**src/rtl/reg_file_busywait_pkg.sv**
```systemverilog
`default_nettype none
// ---------------------------------------------------------------------------
// Module      : reg_file_busywait_pkg
// Description : Shared widths and write-back FSM encoding for the register file
// Revision    : 1.0 - initial release
// ---------------------------------------------------------------------------
package reg_file_busywait_pkg;

  localparam int DATA_W = 8;
  localparam int ADDR_W = 3;
  localparam int NREGS  = 1 << ADDR_W;

  // Write-back FSM: PEND holds a write captured while the data cache stalls
  typedef enum logic {
    WB_IDLE = 1'b0,
    WB_PEND = 1'b1
  } wb_state_t;

endpackage
`default_nettype wire

```
**src/rtl/reg_file_busywait_if.sv**
```systemverilog
`default_nettype none
// ---------------------------------------------------------------------------
// Module      : reg_file_busywait_if
// Description : Read/write bus between the control unit and the register file
// Revision    : 1.0 - initial release
// ---------------------------------------------------------------------------
interface reg_file_busywait_if;
  import reg_file_busywait_pkg::*;

  logic [DATA_W-1:0] IN;
  logic [ADDR_W-1:0] INADDRESS;
  logic              WRITE;
  logic              BUSYWAIT;
  logic [ADDR_W-1:0] OUT1ADDRESS;
  logic [ADDR_W-1:0] OUT2ADDRESS;
  logic [DATA_W-1:0] OUT1;
  logic [DATA_W-1:0] OUT2;
  logic              WB_PENDING;

  // Control unit side
  modport master (
    output IN, INADDRESS, WRITE, BUSYWAIT, OUT1ADDRESS, OUT2ADDRESS,
    input  OUT1, OUT2, WB_PENDING
  );

  // Register file side
  modport slave (
    input  IN, INADDRESS, WRITE, BUSYWAIT, OUT1ADDRESS, OUT2ADDRESS,
    output OUT1, OUT2, WB_PENDING
  );

endinterface
`default_nettype wire

```
**src/rtl/reg_file_busywait.sv**
```systemverilog
`default_nettype none
// ---------------------------------------------------------------------------
// Module      : reg_file_busywait
// Description : 8x8 register file, two combinational read ports, one clocked
//               write port whose write-back is deferred across cache stalls
// Revision    : 1.0 - initial release
// ---------------------------------------------------------------------------
module reg_file_busywait
  import reg_file_busywait_pkg::*;
(
  input  logic               CLK,
  input  logic               RESET_N,
  reg_file_busywait_if.slave bus
);

  logic [DATA_W-1:0] r_regs [0:NREGS-1];
  wb_state_t         r_state;
  logic [ADDR_W-1:0] r_pend_addr;
  logic              r_wb_pending;

  // Write-back FSM and register array: at most one register write per edge.
  // While stalled the captured index is frozen; the data arrives on release,
  // so the commit uses IN on the release edge regardless of WRITE.
  always_ff @(posedge CLK or negedge RESET_N) begin
    if (!RESET_N) begin
      r_state      <= WB_IDLE;
      r_pend_addr  <= '0;
      r_wb_pending <= 1'b0;
      for (int i = 0; i < NREGS; i++) begin
        r_regs[i] <= '0;
      end
    end else begin
      case (r_state)
        WB_IDLE: begin
          if (bus.WRITE) begin
            if (bus.BUSYWAIT) begin
              r_pend_addr  <= bus.INADDRESS;
              r_wb_pending <= 1'b1;
              r_state      <= WB_PEND;
            end else begin
              r_regs[bus.INADDRESS] <= bus.IN;
            end
          end
        end
        WB_PEND: begin
          if (!bus.BUSYWAIT) begin
            r_regs[r_pend_addr] <= bus.IN;
            r_wb_pending        <= 1'b0;
            r_state             <= WB_IDLE;
          end
        end
        default: r_state <= WB_IDLE;
      endcase
    end
  end

  // Combinational read ports; no same-edge write bypass
  assign bus.OUT1       = r_regs[bus.OUT1ADDRESS];
  assign bus.OUT2       = r_regs[bus.OUT2ADDRESS];
  assign bus.WB_PENDING = r_wb_pending;

endmodule
`default_nettype wire

```
**src/flat_wrapper.sv**
```systemverilog
// flat-port wrapper written by rule: the top's interface ports become plain ports
module reg_file_busywait_flat import reg_file_busywait_pkg::*;
  (CLK, RESET_N, bus_IN, bus_INADDRESS, bus_WRITE, bus_BUSYWAIT, bus_OUT1ADDRESS, bus_OUT2ADDRESS, bus_OUT1, bus_OUT2, bus_WB_PENDING);
  reg_file_busywait_if bus_i ();
  input  logic CLK;
  input  logic RESET_N;
  input wire logic [$bits(bus_i.IN)-1:0] bus_IN;
  input wire logic [$bits(bus_i.INADDRESS)-1:0] bus_INADDRESS;
  input wire logic [$bits(bus_i.WRITE)-1:0] bus_WRITE;
  input wire logic [$bits(bus_i.BUSYWAIT)-1:0] bus_BUSYWAIT;
  input wire logic [$bits(bus_i.OUT1ADDRESS)-1:0] bus_OUT1ADDRESS;
  input wire logic [$bits(bus_i.OUT2ADDRESS)-1:0] bus_OUT2ADDRESS;
  output wire logic [$bits(bus_i.OUT1)-1:0] bus_OUT1;
  output wire logic [$bits(bus_i.OUT2)-1:0] bus_OUT2;
  output wire logic [$bits(bus_i.WB_PENDING)-1:0] bus_WB_PENDING;
  assign bus_i.IN = bus_IN;
  assign bus_i.INADDRESS = bus_INADDRESS;
  assign bus_i.WRITE = bus_WRITE;
  assign bus_i.BUSYWAIT = bus_BUSYWAIT;
  assign bus_i.OUT1ADDRESS = bus_OUT1ADDRESS;
  assign bus_i.OUT2ADDRESS = bus_OUT2ADDRESS;
  assign bus_OUT1 = bus_i.OUT1;
  assign bus_OUT2 = bus_i.OUT2;
  assign bus_WB_PENDING = bus_i.WB_PENDING;
  reg_file_busywait u_core (.CLK(CLK), .RESET_N(RESET_N), .bus(bus_i));
endmodule
```
**config.mk**
```make
export PLATFORM = sky130hd
export DESIGN_NAME = reg_file_busywait_flat
export DESIGN_NICKNAME = d
export VERILOG_FILES = /design/src/rtl/reg_file_busywait_pkg.sv /design/src/rtl/reg_file_busywait_if.sv /design/src/rtl/reg_file_busywait.sv /design/src/flat_wrapper.sv
export SDC_FILE = /design/constraint.sdc
export NUM_CORES = 1
export LEC_CHECK = 0
export CORE_MARGIN = 5
export CORE_UTILIZATION = 62
export CTS_CLUSTER_SIZE = 28
export DETAILED_ROUTE_END_ITERATION = 6
export GPL_ROUTABILITY_DRIVEN = 0
export HOLD_SLACK_MARGIN = 0.15
export PLACE_DENSITY = 0.86
export SLEW_MARGIN = 20
export SYNTH_ARGS = -nofsm -noshare
export SYNTH_HDL_FRONTEND = slang
export SYNTH_SLANG_ARGS = --single-unit
```
**constraint.sdc**
```tcl
create_clock -name CLK -period 5.47 [get_ports CLK]
set_clock_uncertainty 0.15 [all_clocks]
set_input_delay 1.3675 -clock CLK [delete_from_list [all_inputs] [get_ports CLK]]
set_output_delay 1.3675 -clock CLK [all_outputs]
set_load 0.005 [all_outputs]
```
==> flow_summary.ini <==
[power_and_ir_drop]
intPower_mw = 1.427
p_seq_share_pct = 44.1
comb_power_share_pct = 32.1
p_sw_share_pct = 26.68
clkPwrFrac_pct = 23.8
p_sw_uw = 519.3
ir_worst_vdd_uv = 321.4
total_power_mw = 1.947
p_leak_nw = 1.840
p_per_area_nw_per_um2 = 426.6

[timing]
fin_crit_ns = 5.009
min_period_over_period_pct = 91.58
slew_violations = 0
fin_setup_tns_ns = 0
hold_viol = 0
max_freq_mhz = 199.6
max_slew_margin_pct = 53.75
setup_viol = 0
grt_setup_unrepaired = false
hold_slack_ns = 0.3653
worst_pin_slew_ns = 0.6936

[setup_path]
cp.arrival_ns = 3.49
worstPathRequired_ns = 3.95
endpoint_kind = primary output
regToRegStartpoint = u_core.r_state
worst-path-buf-inv = 3
critPathMaxStageDelay_ns = 0.64
cp_max_fo = 16
cp_slowest_cell = mux4_4
crit_top_cell = clkdlybuf4s50_1
path_delay_family = buffers and inverters
cp-start-kind = input pin
crit_type = in2out
startpoint = bus_OUT2ADDRESS[0]
cp_cell_sequence = clkdlybuf4s50_1, buf_12, mux4_4, mux2_2, clkdlybuf4s50_1

[clock_network]
root_buffer = clkbuf_8
htreeDepth = 3
cts.sinks = 69
clk_pin_slew_ns = 0.07
cts_max_path_buffers = 2
insertion_delay_ns = 0.34
cts_tree = built
postCtsHoldBufs = 0
post_cts_resized = 0
cts_buffers = 9
cts_setup_buffers = 0

[placement]
dp_cells = 335
io_buffers = 37
dp_hpwl_um = 5501

[final_layout]
fin_cells = 351
postLayoutCoreUtil_pct = 72.69
nNetsFinal = 290
drive_gt1_share_pct = 48.91
antenna_cells = 0
final_cell_mix = mux2_2, dfrtp_1, clkdlybuf4s50_1, mux4_1, clkbuf_8
layout_commonest_cell = mux2_2
area_growth_pct = 15.85

[die]
die_x_um = 89.71
die_h_um = 89.71
die_area_um2 = 8047
ioPinCount = 38
core.rowCount = 29
core_um2 = 6277
start_util_pct = 62.75

[yosys]
synth.distinct_cells = 27
synthesis.nets = 248
synthCells = 227
avgSynthCellArea_um2 = 17.35
yosys_warnings = 0
seq_area_frac_synth_pct = 43.84
ys_ff_latch = 69
syn_area_um2 = 3939

[grt]
grt_remaining_overflow = 0
grt_pass1_wl_um = 13790
grt_max_degree = 40
antenna_found_initial = 0
track_usage_pct = 22.05
grt_pass1_vias = 2448

[status]
status = complete, no violations

[route]
route.detailed.drc = 0
ant_nets = 0
route.vias.total = 2369
drt-total-wl_um = 8421
wl_per_cell_um = 23.99
dr.pass1.iters = 4
drtIter0Drc = 145
vias_per_cell = 6.749

[hold_path]
min_from = u_core.bus.WB_PENDING
hold_path_class = reg2reg

[run]
maxCapViolCount = 0
per-layer routing:
layer	part of all wire (%)	global-route usage, %
met1	42	28.84
met2	51	36.10
met3	4.6	4.090
met4	2.0	9.446
met5	0	0
Yosys cell counts:
cell | number | area share (%)
o21a_1 | 1 | 0.19
o21ai_0 | 1 | 0.13
o21ai_2 | 4 | 0.89
nor4b_4 | 1 | 0.60
nor4b_1 | 1 | 0.22
nand4bb_1 | 3 | 0.86
buf_6 | 6 | 1.7
nor4b_2 | 2 | 0.76
clkbuf_8 | 4 | 1.4
dfrtp_1 | 69 | 44
nand4b_1 | 3 | 0.67
mux4_2 | 8 | 4.6
a21oi_1 | 1 | 0.13
nand4b_4 | 1 | 0.60
o21ba_2 | 1 | 0.25
mux2_2 | 81 | 23
a21oi_4 | 4 | 1.7
buf_4 | 2 | 0.38
o21bai_2 | 1 | 0.29
mux4_1 | 16 | 11
mux2_1 | 2 | 0.57
nand4_1 | 1 | 0.16
nand3b_1 | 1 | 0.19
nor4bb_1 | 3 | 0.76
nand2_1 | 1 | 0.095
mux4_4 | 8 | 5.1
nor4_1 | 1 | 0.16
worst min-delay path: stages (launching register included):
cell     delay, ns
dfrtp_1       0.37
nand2_1       0.05
o21ai_0       0.06
worst paths after layout:
check	cells after the start	slack (ns)	end
max	5	0.46	bus_OUT2[0]
min	2	0.37	u_core.bus.WB_PENDING
max reg2reg	3	3.25	u_core.r_regs[58]
min reg2reg	2	0.37	u_core.bus.WB_PENDING
max in group asynchronous	2	3.30	u_core.r_regs[38]
min in group asynchronous	1	0.91	u_core.r_regs[35]
area by class of cell:
class                           instances  area, um2
Multi-Input combinational cell        146       2074
Sequential cell                        69       1727
Fill cell                             412       1714
Timing Repair Buffer                   43      435.4
Clock buffer                           14      192.7
Tap cell                               77      96.34
Clock inverter                          2      37.54
state kept, by name, indices dropped and copies added, names as in the netlist:
register	count
u_core.bus.WB_PENDING	1
u_core.r_pend_addr	3
u_core.r_regs	64
u_core.r_state	1
metrics by stage:
step | setup slack, ns | area, um2
global placement | 0.5112 | 4333
CTS | 0.4499 | 4563
global route | 0.4125 | 4563
finish | 0.4608 | 4563
floorplan | 1.501 | 3939
detailed placement | 0.4818 | 4333
power by group through the flow:
stage          combinational (mW)  clock (mW)  sequential [mW]
6_report                    0.625       0.464            0.858
5_1_grt                     0.673       0.487            0.883
4_1_cts                     0.634       0.469            0.853
3_5_place_dp                0.629           0            0.862
3_3_place_gp                0.608           0            0.833
2_1_floorplan               0.444           0            0.793
cells by family (layout without fill, tap and decap cells):
kind of cell           count (synthesis)  after routing  synth area share [%]
AOI/OAI and AO/OA                     13             13                 3.526
DFF                                   69             69                 43.84
buffers and inverters                 12             59                 3.494
muxes                                115            115                 44.06
and+or+nand+nor                       18             18                 5.083
Power figures use the tool's default switching activity.
